[src/rtl/uart_rx_fifo.sv]
// rtl/uart_rx_fifo.sv - oversampling UART receiver with majority voting and FWFT receive FIFO
//
// Purpose: receives asynchronous serial frames of configurable format, votes
// each bit from three mid-bit samples, rejects short start glitches, tags each
// byte with parity/framing status, handles line breaks and queues the results
// in a first-word-fall-through FIFO with sticky overrun detection.
//
// Ports:
//   clk_i         system clock, rising edge
//   rst_i         asynchronous active-high reset
//   rx_i          serial line, idle high, asynchronous to clk_i
//   rd_en_i       pop the head entry (ignored while empty)
//   clr_ovr_i     clear the overrun flag
//   byte_o        head-entry data, LSB first received
//   parity_err_o  head-entry parity mismatch
//   frame_err_o   head-entry stop bit sampled low
//   rx_empty_o    FIFO holds no entries
//   rx_full_o     FIFO holds FIFO_DEPTH entries
//   overrun_o     sticky: a frame was dropped because the FIFO was full

module uart_rx_fifo #(
  parameter int CLK_FREQ   = 100_000_000,
  parameter int BAUD       = 9600,
  parameter int OVERSAMPLE = 16,
  parameter int DATA_BITS  = 8,
  parameter int PARITY     = 0,
  parameter int STOP_BITS  = 1,
  parameter int FIFO_DEPTH = 4
) (
  input  logic                 clk_i,
  input  logic                 rst_i,
  input  logic                 rx_i,
  input  logic                 rd_en_i,
  input  logic                 clr_ovr_i,
  output logic [DATA_BITS-1:0] byte_o,
  output logic                 parity_err_o,
  output logic                 frame_err_o,
  output logic                 rx_empty_o,
  output logic                 rx_full_o,
  output logic                 overrun_o
);

  localparam int DIV = (CLK_FREQ + (BAUD * OVERSAMPLE) / 2) / (BAUD * OVERSAMPLE);
  localparam int TW  = (DIV > 1) ? $clog2(DIV) : 1;
  localparam int SW  = $clog2(OVERSAMPLE);
  localparam int BW  = $clog2(DATA_BITS);
  localparam int AW  = $clog2(FIFO_DEPTH);
  localparam int PW  = AW + 1;
  localparam int EW  = DATA_BITS + 2;

  localparam logic [TW-1:0] T_LAST = TW'(DIV - 1);
  localparam logic [SW-1:0] S_LO   = SW'(OVERSAMPLE / 2 - 1);
  localparam logic [SW-1:0] S_MID  = SW'(OVERSAMPLE / 2);
  localparam logic [SW-1:0] S_HI   = SW'(OVERSAMPLE / 2 + 1);
  localparam logic [SW-1:0] S_LAST = SW'(OVERSAMPLE - 1);

  typedef enum logic [2:0] {S_IDLE, S_START, S_DATA, S_PAR, S_STOP, S_BRK} state_e;

  // Baud tick generator and input synchroniser
  logic [TW-1:0] tick_cnt_q, tick_cnt_d;
  logic          tick;
  logic          rx_meta_q, rx_sync_q, rx_prev_q;

  assign tick       = (tick_cnt_q == T_LAST);
  assign tick_cnt_d = tick ? '0 : tick_cnt_q + TW'(1);

  always_ff @(posedge clk_i or posedge rst_i) begin
    if (rst_i) begin
      tick_cnt_q <= '0;
      rx_meta_q  <= 1'b1;
      rx_sync_q  <= 1'b1;
      rx_prev_q  <= 1'b1;
    end else begin
      tick_cnt_q <= tick_cnt_d;
      rx_meta_q  <= rx_i;
      rx_sync_q  <= rx_meta_q;
      rx_prev_q  <= rx_sync_q;
    end
  end

  // Receive FSM
  state_e               state_q, state_d;
  logic [SW-1:0]        s_q, s_d;
  logic [1:0]           smp_q, smp_d;
  logic [BW-1:0]        bit_cnt_q, bit_cnt_d;
  logic [DATA_BITS-1:0] shift_q, shift_d;
  logic                 perr_q, perr_d;
  logic                 ferr_q, ferr_d;
  logic                 stop_cnt_q, stop_cnt_d;
  logic                 mid, maj, last_stop, push;
  logic [EW-1:0]        push_data;

  // The third vote is taken live at the mid tick, so the decision needs no extra cycle.
  assign mid       = tick && (s_q == S_HI);
  assign maj       = (smp_q[0] & smp_q[1]) | (smp_q[0] & rx_sync_q) | (smp_q[1] & rx_sync_q);
  assign last_stop = (STOP_BITS == 1) || stop_cnt_q;
  assign push_data = {ferr_q | ~maj, perr_q, shift_q};

  always_comb begin
    state_d    = state_q;
    s_d        = s_q;
    smp_d      = smp_q;
    bit_cnt_d  = bit_cnt_q;
    shift_d    = shift_q;
    perr_d     = perr_q;
    ferr_d     = ferr_q;
    stop_cnt_d = stop_cnt_q;
    push       = 1'b0;

    if (state_q != S_IDLE && tick) begin
      s_d = (s_q == S_LAST) ? '0 : s_q + SW'(1);
      if (s_q == S_LO)  smp_d[0] = rx_sync_q;
      if (s_q == S_MID) smp_d[1] = rx_sync_q;
    end

    unique case (state_q)
      S_IDLE: begin
        if (rx_prev_q && !rx_sync_q) begin
          state_d    = S_START;
          s_d        = '0;
          bit_cnt_d  = '0;
          stop_cnt_d = 1'b0;
          perr_d     = 1'b0;
          ferr_d     = 1'b0;
        end
      end
      S_START: begin
        if (mid) state_d = maj ? S_IDLE : S_DATA;
      end
      S_DATA: begin
        if (mid) begin
          shift_d = {maj, shift_q[DATA_BITS-1:1]};
          if (bit_cnt_q == BW'(DATA_BITS - 1)) state_d = (PARITY != 0) ? S_PAR : S_STOP;
          else                                 bit_cnt_d = bit_cnt_q + BW'(1);
        end
      end
      S_PAR: begin
        if (mid) begin
          perr_d  = (((^shift_q) ^ maj) != (PARITY == 1));
          state_d = S_STOP;
        end
      end
      S_STOP: begin
        if (mid) begin
          if (!maj) ferr_d = 1'b1;
          if (last_stop) begin
            push    = 1'b1;
            // Resync immediately rather than waiting out the stop bit.
            state_d = maj ? S_IDLE : S_BRK;
          end else begin
            stop_cnt_d = 1'b1;
          end
        end
      end
      S_BRK: begin
        if (rx_sync_q) state_d = S_IDLE;
      end
      default: state_d = S_IDLE;
    endcase
  end

  always_ff @(posedge clk_i or posedge rst_i) begin
    if (rst_i) begin
      state_q    <= S_IDLE;
      s_q        <= '0;
      smp_q      <= '0;
      bit_cnt_q  <= '0;
      shift_q    <= '0;
      perr_q     <= 1'b0;
      ferr_q     <= 1'b0;
      stop_cnt_q <= 1'b0;
    end else begin
      state_q    <= state_d;
      s_q        <= s_d;
      smp_q      <= smp_d;
      bit_cnt_q  <= bit_cnt_d;
      shift_q    <= shift_d;
      perr_q     <= perr_d;
      ferr_q     <= ferr_d;
      stop_cnt_q <= stop_cnt_d;
    end
  end

  // Receive FIFO (first-word fall-through)
  logic [EW-1:0] mem_q [FIFO_DEPTH];
  logic [PW-1:0] wptr_q, wptr_d, rptr_q, rptr_d;
  logic          ovr_q, ovr_d;
  logic          empty, full, do_pop, do_push;
  logic [AW-1:0] head_idx;

  assign empty   = (wptr_q == rptr_q);
  assign full    = (wptr_q[AW] != rptr_q[AW]) && (wptr_q[AW-1:0] == rptr_q[AW-1:0]);
  assign do_pop  = rd_en_i && !empty;
  assign do_push = push && (!full || do_pop);
  assign wptr_d  = do_push ? wptr_q + PW'(1) : wptr_q;
  assign rptr_d  = do_pop  ? rptr_q + PW'(1) : rptr_q;
  assign ovr_d   = (push && full && !do_pop) ? 1'b1 : (clr_ovr_i ? 1'b0 : ovr_q);

  // When empty, show the most recently popped slot so outputs hold their last value.
  assign head_idx = empty ? rptr_q[AW-1:0] - AW'(1) : rptr_q[AW-1:0];

  always_ff @(posedge clk_i or posedge rst_i) begin
    if (rst_i) begin
      for (int i = 0; i < FIFO_DEPTH; i++) mem_q[i] <= '0;
      wptr_q <= '0;
      rptr_q <= '0;
      ovr_q  <= 1'b0;
    end else begin
      if (do_push) mem_q[wptr_q[AW-1:0]] <= push_data;
      wptr_q <= wptr_d;
      rptr_q <= rptr_d;
      ovr_q  <= ovr_d;
    end
  end

  assign {frame_err_o, parity_err_o, byte_o} = mem_q[head_idx];
  assign rx_empty_o = empty;
  assign rx_full_o  = full;
  assign overrun_o  = ovr_q;

endmodule

[config.mk]
export PLATFORM = sky130hd
export DESIGN_NAME = uart_rx_fifo
export DESIGN_NICKNAME = d
export VERILOG_FILES = /design/src/rtl/uart_rx_fifo.sv
export SDC_FILE = /design/constraint.sdc
export NUM_CORES = 1
export LEC_CHECK = 0
export CAP_MARGIN = 10
export CORE_ASPECT_RATIO = 2
export CORE_MARGIN = 3
export CORE_UTILIZATION = 32
export DETAILED_ROUTE_END_ITERATION = 10
export PLACE_DENSITY = 0.56
export SYNTH_ARGS = -nofsm -noshare
export SYNTH_HDL_FRONTEND = slang
export SYNTH_SLANG_ARGS = --single-unit
[constraint.sdc]
create_clock -name clk_i -period 3 [get_ports clk_i]
set_input_delay 0.6 -clock clk_i [delete_from_list [all_inputs] [get_ports clk_i]]
set_output_delay 0.6 -clock clk_i [all_outputs]
set_load 0.02 [all_outputs]
# == After elaboration in Yosys (flattened, before gate mapping) ==
# Index checks and enable logic that the tools add are counted.
# totals
reg_bits,82
# classes
n_addsub,6
n_lt_le_gt_ge,3
n_eq_ne,23
mux,36
bitwise_logic,10
n_reduce_logical,28
# ops
cell,count
40-bit bitwise mux,1
10-bit two-way mux,4
3-bit two-way mux,11
10-bit binary-select mux with 2-bit select,1
10-bit demux with 2-bit select,1
"2-bit != test, second input constant",9
3-bit case mux with 6 select lines,1
4-bit two-way mux,4
"4-bit == test, second input constant",3
"10-bit by 1-bit adder with 10-bit output, second input constant",1
"10-bit == test, second input constant",1
"3-bit by 1-bit adder with 3-bit output, second input constant",3
"3-bit == test, second input constant",3
1-bit logical AND,9
1-bit two-way mux,8
4-bit AND reduction,2
2-bit nonzero test,4
8-bit parity,1
7-bit AND reduction,1
"3-bit by 2-bit == test with 1-bit output, second input constant",2
"3-bit >= comparator, second input constant",2
2-bit NOT with 3-bit output,2
3-bit case mux with 2 select lines,1
2-bit AND reduction,3
19 further kinds,28

# == Longest topological paths before layout ==
# Gate-level depths: netlist of the first run.
# logic_depth
ltp_word,7
depth_mapped,7

# == Worst setup path before layout of the first run ==
# OpenSTA, ideal clock, no wires.
# synth_path
path_kind,register to output
from,reg rptr_q[0]
to,out frame_err_o
arrival_time_ns,2.744
required_time_ns,2.400
setup_slack_ns,-0.344
path_stages_with_launch,8
n_path_buf,2
path_cell_list,dfrtp_1 -> buf_2 -> xnor2_1 -> nand3_1 -> inv_1 -> buf_6 -> o22ai_1 -> a2111oi_0
# synth_between
elab_chain_cells,6
elab_cells_between_ends,7
# synth_rtl
element,line,source
start: declaration,186,"logic [PW-1:0] wptr_q, wptr_d, rptr_q, rptr_d;"
start signal: assignment,211,rptr_q <= rptr_d;
3-bit == test,191,assign empty = (wptr_q == rptr_q);
net rx_empty_o,38,"output logic rx_empty_o,"
2-bit two-way mux,200,assign head_idx = empty ? rptr_q[AW-1:0] - AW'(1) : rptr_q[AW-1:0];
2-bit NOT with 3-bit output (not written as such),216,"assign {frame_err_o, parity_err_o, byte_o} = mem_q[head_idx];"
10-bit binary-select mux with 2-bit select,216,
10-bit two-way mux (not written as such) (2 in series),216,
end: declaration,37,"output logic frame_err_o,"
# The timed path passes the listed nets, and every way through them passes these cells. The select of a mux whose other input is x is not followed.

# == Worst setup path in the final report of the first run ==
# layout_path
from,reg rptr_q[0]
to,out byte_o[3]
# layout_between
elab_chain_cells,6
elab_cells_between_ends,7
# layout_rtl
element,line,source
2-bit by 1-bit subtractor with 2-bit output / 3-bit == test (equally long branches),"200, 191",
2-bit two-way mux *,200,
2-bit NOT with 3-bit output (not written as such) *,216,
10-bit binary-select mux with 2-bit select *,216,
10-bit two-way mux (not written as such) * (2 in series),216,
end: declaration,35,"output logic [DATA_BITS-1:0] byte_o,"
# Every way passes the cells marked *; elsewhere a longest branch is shown, timed or not. The select of a mux whose other input is x is not followed.

==> results of run 1 <==
-- cell families (layout without fill, tap and decap cells) --
group	after synthesis	count (layout)	share of synthesized area, %
XOR/XNOR	22	22	4.632
multiplexers	98	98	26.00
AND/OR/NAND/NOR	80	80	11.65
AO/OA/AOI/OAI	31	31	4.352
flip-flops	82	82	46.13
buffers and inverters	42	73	3.874
adder cells (fa/ha/maj)	12	12	3.369
-- cells in the final DEF (no fill, tap or decap), drive strengths merged, types with 2 or more instances in the layout --
cell type / Yosys / routed
nand3: 11 / 11
xor2: 2 / 2
dfstp: 3 / 3
o22ai: 3 / 3
nor3b: 2 / 2
mux2i: 37 / 37
nand4b: 4 / 4
clkdlybuf4s15: 0 / 3
and4: 2 / 2
and2: 2 / 2
nand4: 10 / 10
or3: 2 / 2
clkdlybuf4s50: 0 / 7
clkbuf: 10 / 20
nand2b: 5 / 5
a311o: 2 / 2
mux2: 52 / 52
a21oi: 9 / 9
o21ai: 8 / 8
clkinv: 0 / 3
ha: 12 / 12
nor3: 6 / 6
inv: 26 / 25
nand2: 9 / 9
dfrtp: 79 / 79
a211o: 2 / 2
a31oi: 2 / 2
xnor2: 19 / 19
nor2: 14 / 14
or3b: 2 / 2
buf: 6 / 14
or4: 2 / 2
mux4: 9 / 9
-- flip-flops by register name, indices dropped and copies added, names as in the netlist, 2 cells and up --
register,count
shift_q,8
rptr_q,3
tick_cnt_q,10
s_q,4
smp_q,2
state_q,3
mem_q,40
bit_cnt_q,3
wptr_q,3
-- layer usage --
metal	track usage, %	vias to the layer above	share of wire [%]
met5	0	-	0
met4	4.472	0	1.9
met3	2.718	9	1.9
met2	24.14	20	59
met1	13.00	1472	37
li1	-	1380	-
-- worst max-delay path, stage by stage (launching register included) --
cell             delay [ps]
dfrtp_1                 430
ha_2                    400
buf_12                  200
mux2i_1                 100
mux4_2                  450
inv_1                    70
clkdlybuf4s15_1         290
-- stage by stage --
stage | util (%) | area (um2) | instances
detailed placement | 36.23 | 4896 | 537
finish | 38.08 | 5146 | 553
CTS | 38.14 | 5154 | 553
global placement | 36.23 | 4896 | 537
floorplan | - | 4463 | 367
global route | 38.08 | 5146 | 553
-- power by group --
part / switching [mW] / total (mW) / internal [mW]
clock: 0.415 / 0.996 / 0.581
combinational: 0.0335 / 0.0483 / 0.0148
sequential: 0.00800 / 1.12 / 1.11
total: 0.456 / 2.16 / 1.71
-- final timing paths --
path | slack (ps) | endpoint | cells after the start | startpoint
max | 110 | byte_o[3] | 6 | rptr_q[0]
min | 350 | rx_sync_q | 0 | rx_meta_q
max reg2reg | 570 | mem_q[31] | 7 | tick_cnt_q[0]
min reg2reg | 350 | rx_sync_q | 0 | rx_meta_q
max in group asynchronous | 1740 | mem_q[25] | 3 | rst_i
min in group asynchronous | 620 | mem_q[31] | 2 | rst_i
-- layout make-up --
cell class / count / share of cell area, %
clock inverters: 3 / 0.3404
inverters: 26 / 1.921
well taps: 155 / 3.769
multi-input cells: 243 / 43.76
clock buffers: 13 / 4.863
repair buffers: 31 / 5.398
flip-flops and latches: 82 / 39.95
==> reports/qor.yml, run 1 <==
avgSynthCellArea_um2: 12.14
netlist_instances: 367
drt_iter0_drc: 99
cp_max_fo: 19
synth_seq_cells: 82
wl_per_cell_um: 16.27
syn_area_mm2: 0.004457
final_nets: 410
final.setup.tns_ps: 0
grt.overflow.total: 0
fmax_mhz: 346.1
hpwl_um: 6658
drv_slew: 0
cts_hold_buf: 0
fin_total_pwr_mw: 2.164
die_w_um: 89.45
peakVddDrop_v: 0.0002435
drive_above_1_share_pct: 28.14
die_y_um: 172.9
routed_wl_um: 8998
cts_root_buf: "clkbuf_16"
dp_slack_ps: 107.9
synth_common_cells: "dfrtp_1 (79), mux2_2 (52), mux2i_1 (37), inv_1 (26), xnor2_1 (19)"
yosysSeqAreaShare_pct: 46.13
setup_viol: 0
hold_violations: 0
status: "complete, no violations"
fillCellCount: 1319
clockBufferDepth: 2
num_rows: 60
area_delta_synth_final_pct: 15.47
first_global_vias: 3028
cellPowerDensity_mw_per_mm2: 420.6
synth_top_cell_by_area: "dfrtp_1"
critPathArrivalTime_ps: 2290
antenna_found_initial: 0
vias: 2881
grt_pass1_wl_um: 15210
cts_tree: "built"
viasPerCell: 5.210
grt_use_total_pct: 12.73
clk_latency_ps: 330
n_antenna_cell: 0
regArea_mm2: 0.002056
gp_congestion: 0.7618
slew_headroom_pct: 45.67
min_period_ps: 2889
ys_warn_count: 0
post_cts_resized: 11
worst_pin_slew_ps: 808.7
cts_num_sinks: 82
synth_top_area_share_pct: 44.36
rsz0062_at_grt: "no"
required_ps: 2400
start_kind: "flop"
io_buffer_count: 17
drv_cap: 0
setup_slack_ps: 110.6
hold_path_class: "flop to flop"
finalClockSkew_ps: 6.243
core_mm2: 0.01351
fin_worst_hold_slack_ps: 354.8
h-tree-depth: 3
cp-end-kind: "primary output"
period_share_pct: 96.31
crit_type: "flop to primary output"
ant_nets: 0
clkTransAtPathRegs_ps: 60
synth_fp_nets: 384
cts_made_buffers: 9
cts_setup_buffers: 0
grt_max_degree: 38
synth-edff-count: 0
ys_types: 51
multiInputGateArea_mm2: 0.002252
synth_area_leaders: "dfrtp_1 (44%), mux2_2 (13%), mux2i_1 (8.3%), mux4_2 (4.5%), xnor2_1 (3.7%)"
synth-main-ff-cell: "dfrtp_1"
initial_core_util_pct: 32.98
dr.pass1.iters: 4
power.leakage_nw: 2.303
die-area_mm2: 0.01547
yosysMostFrequentCell: "dfrtp_1"
io_pins: 18
postSynth.asyncResetShare_pct: 100.0
drc: 0
Power figures use the tool's default switching activity.
==> inputs of run 2 (changes only) <==
- GPL_TIMING_DRIVEN: unset -> 0
==> run 2 against run 1 <==
  * Routed wire length increased by 7.3%
  * Critical endpoint is now byte_o[4]
  * Core utilization increased by 1.3 points
  * Highest routed layer unchanged
  * Largest cell class unchanged
  * Count of clock-buffer cells in the layout decreased by 3
==> reports/qor.yml, run 2 (synthesis gave the netlist of run 1 again) <==
grt_use_total_pct: 13.47
gp_congestion: 0.7640
mostFrequentLayoutCell: "dfrtp_1"
drive_above_1_share_pct: 30.86
h-tree-depth: 3
multiInputGateArea_mm2: 0.002287
critPathArrivalTime_ps: 2320
routed_wl_um: 9655
io_buffer_count: 17
power.leakage_nw: 2.389
worstSetupStartpoint: "rptr_q[1]"
required_ps: 2400
status: "complete, no violations"
finalClockSkew_ps: 7.449
setup_viol: 0
final_nets: 417
r2r_start: "tick_cnt_q[0]"
dr.pass1.iters: 4
die_w_um: 89.45
cp-end-kind: "primary output"
p_int_mw: 2.051
die_y_um: 172.9
first_global_vias: 3085
core_mm2: 0.01351
grt_pass1_wl_um: 15780
vias: 2909
switching_power_mw: 0.4947
drc: 0
cts_hold_buf: 0
clk_latency_ps: 340
n_antenna_cell: 0
reg2reg_depth: 7
sw_frac_of_total_pct: 19.43
start_kind: "flop"
fmax_mhz: 342.5
fin_worst_hold_slack_ps: 355.3
ant_nets: 0
io_pins: 18
drv_slew: 0
worstReg2RegEnd: "mem_q[14]"
die-area_mm2: 0.01547
power_frac_seq_pct: 43.8
slew_headroom_pct: 47.97
hold_path_class: "flop to flop"
reg_top3: "mem_q x40, tick_cnt_q x10, shift_q x8"
initial_core_util_pct: 32.98
fillCellCount: 1293
num_rows: 60
grt.overflow.total: 0
cts_tree: "built"
clkTransAtPathRegs_ps: 60
min_period_ps: 2920
wl_per_cell_um: 17.24
cts_root_buf: "clkbuf_16"
setup_slack_ps: 80.46
regArea_mm2: 0.002056
power_frac_clock_pct: 54.1
clockBufferDepth: 2
cts_made_buffers: 9
dp_slack_ps: -579.0
crit_type: "flop to primary output"
drt_iter0_drc: 102
cp_max_fo: 10
regMostFlops: "mem_q"
fin_total_pwr_mw: 2.546
mostFrequentLayoutCells: "dfrtp_1 (79), mux2_2 (52), mux2i_1 (37)"
hpwl_um: 6867
viasPerCell: 5.195
largest_register_ffs: 40
antenna_found_initial: 0
drv_cap: 0
r2r_slack_ps: 470
p_comb_share_pct: 2.2
worst_pin_slew_ps: 774.4
grt_max_degree: 71
cellPowerDensity_mw_per_mm2: 478.8
peakVddDrop_v: 0.0002690
period_share_pct: 97.32
endpoint: "byte_o[4]"
cts_num_sinks: 82
hold_violations: 0
area_delta_synth_final_pct: 19.29
final.setup.tns_ps: 0
run 2: cell count changes in the layout (fill, tap and decap cells not counted), sizes merged:
cell / before / now
buf: 14 / 19
bufinv: 0 / 4
clkdlybuf4s15: 3 / 2
clkinv: 3 / 0
inv: 25 / 27
run 2: per-stage QoR:
| step | instances | cell area, um2 | util, % |
|---|---|---|---|
| floorplan | 367 | 4463 | - |
| global placement | 539 | 4827 | 35.72 |
| detailed placement | 540 | 4857 | 35.94 |
| CTS | 558 | 5336 | 39.49 |
| global route | 560 | 5316 | 39.34 |
| finish | 560 | 5316 | 39.34 |
run 2: layer usage:
metal  track usage, %  routed length [um]  share of wire, %
met5                0                   0                 0
met4            5.901                 273               2.8
met3            2.575                 152               1.6
met2            24.88                5707                59
met1            14.03                3522                36
run 2: timing repair:
action,in CTS,in global routing
endpoints found under the setup margin,11,9
buffers inserted,3,2
cloned,0,0
pin swaps,3,1
resized for setup,46,13
run 2: cell type report:
cell class	count	area share, %
repair buffers	23	3.695
flip-flops and latches	82	38.67
plain buffers	15	2.024
clock buffers	10	4.495
well taps	155	3.648
multi-input cells	243	43.02
inverters	26	1.883
clock inverters	6	2.565
run 2: worst min path at each step:
stage	from	to	slack [ps]	depth (start not counted)
finish	rx_meta_q	rx_sync_q	360	0
detailed placement	rx_meta_q	rx_sync_q	350	0
CTS	rx_meta_q	rx_sync_q	360	0
global placement	rx_meta_q	rx_sync_q	350	0
floorplan	rx_meta_q	rx_sync_q	350	0
global route	rx_meta_q	rx_sync_q	360	0
run 2: power by group through the flow:
stage,clock [mW],sequential [mW],combinational [mW]
after floorplan,0,1.13,0.0344
after global placement,0,1.14,0.0508
after detailed placement,0,1.14,0.0571
after CTS,1.41,1.11,0.0572
after global routing,1.45,1.11,0.0633
final,1.38,1.11,0.0551
run 2: worst max-delay path, stage by stage, from the launching register on:
cell and delay, ps:
dfrtp_1 390, clkbuf_2 160, xnor2_2 230, nand3_2 130
inv_2 100, buf_12 160, mux4_2 500, inv_1 60
clkdlybuf4s15_2 250
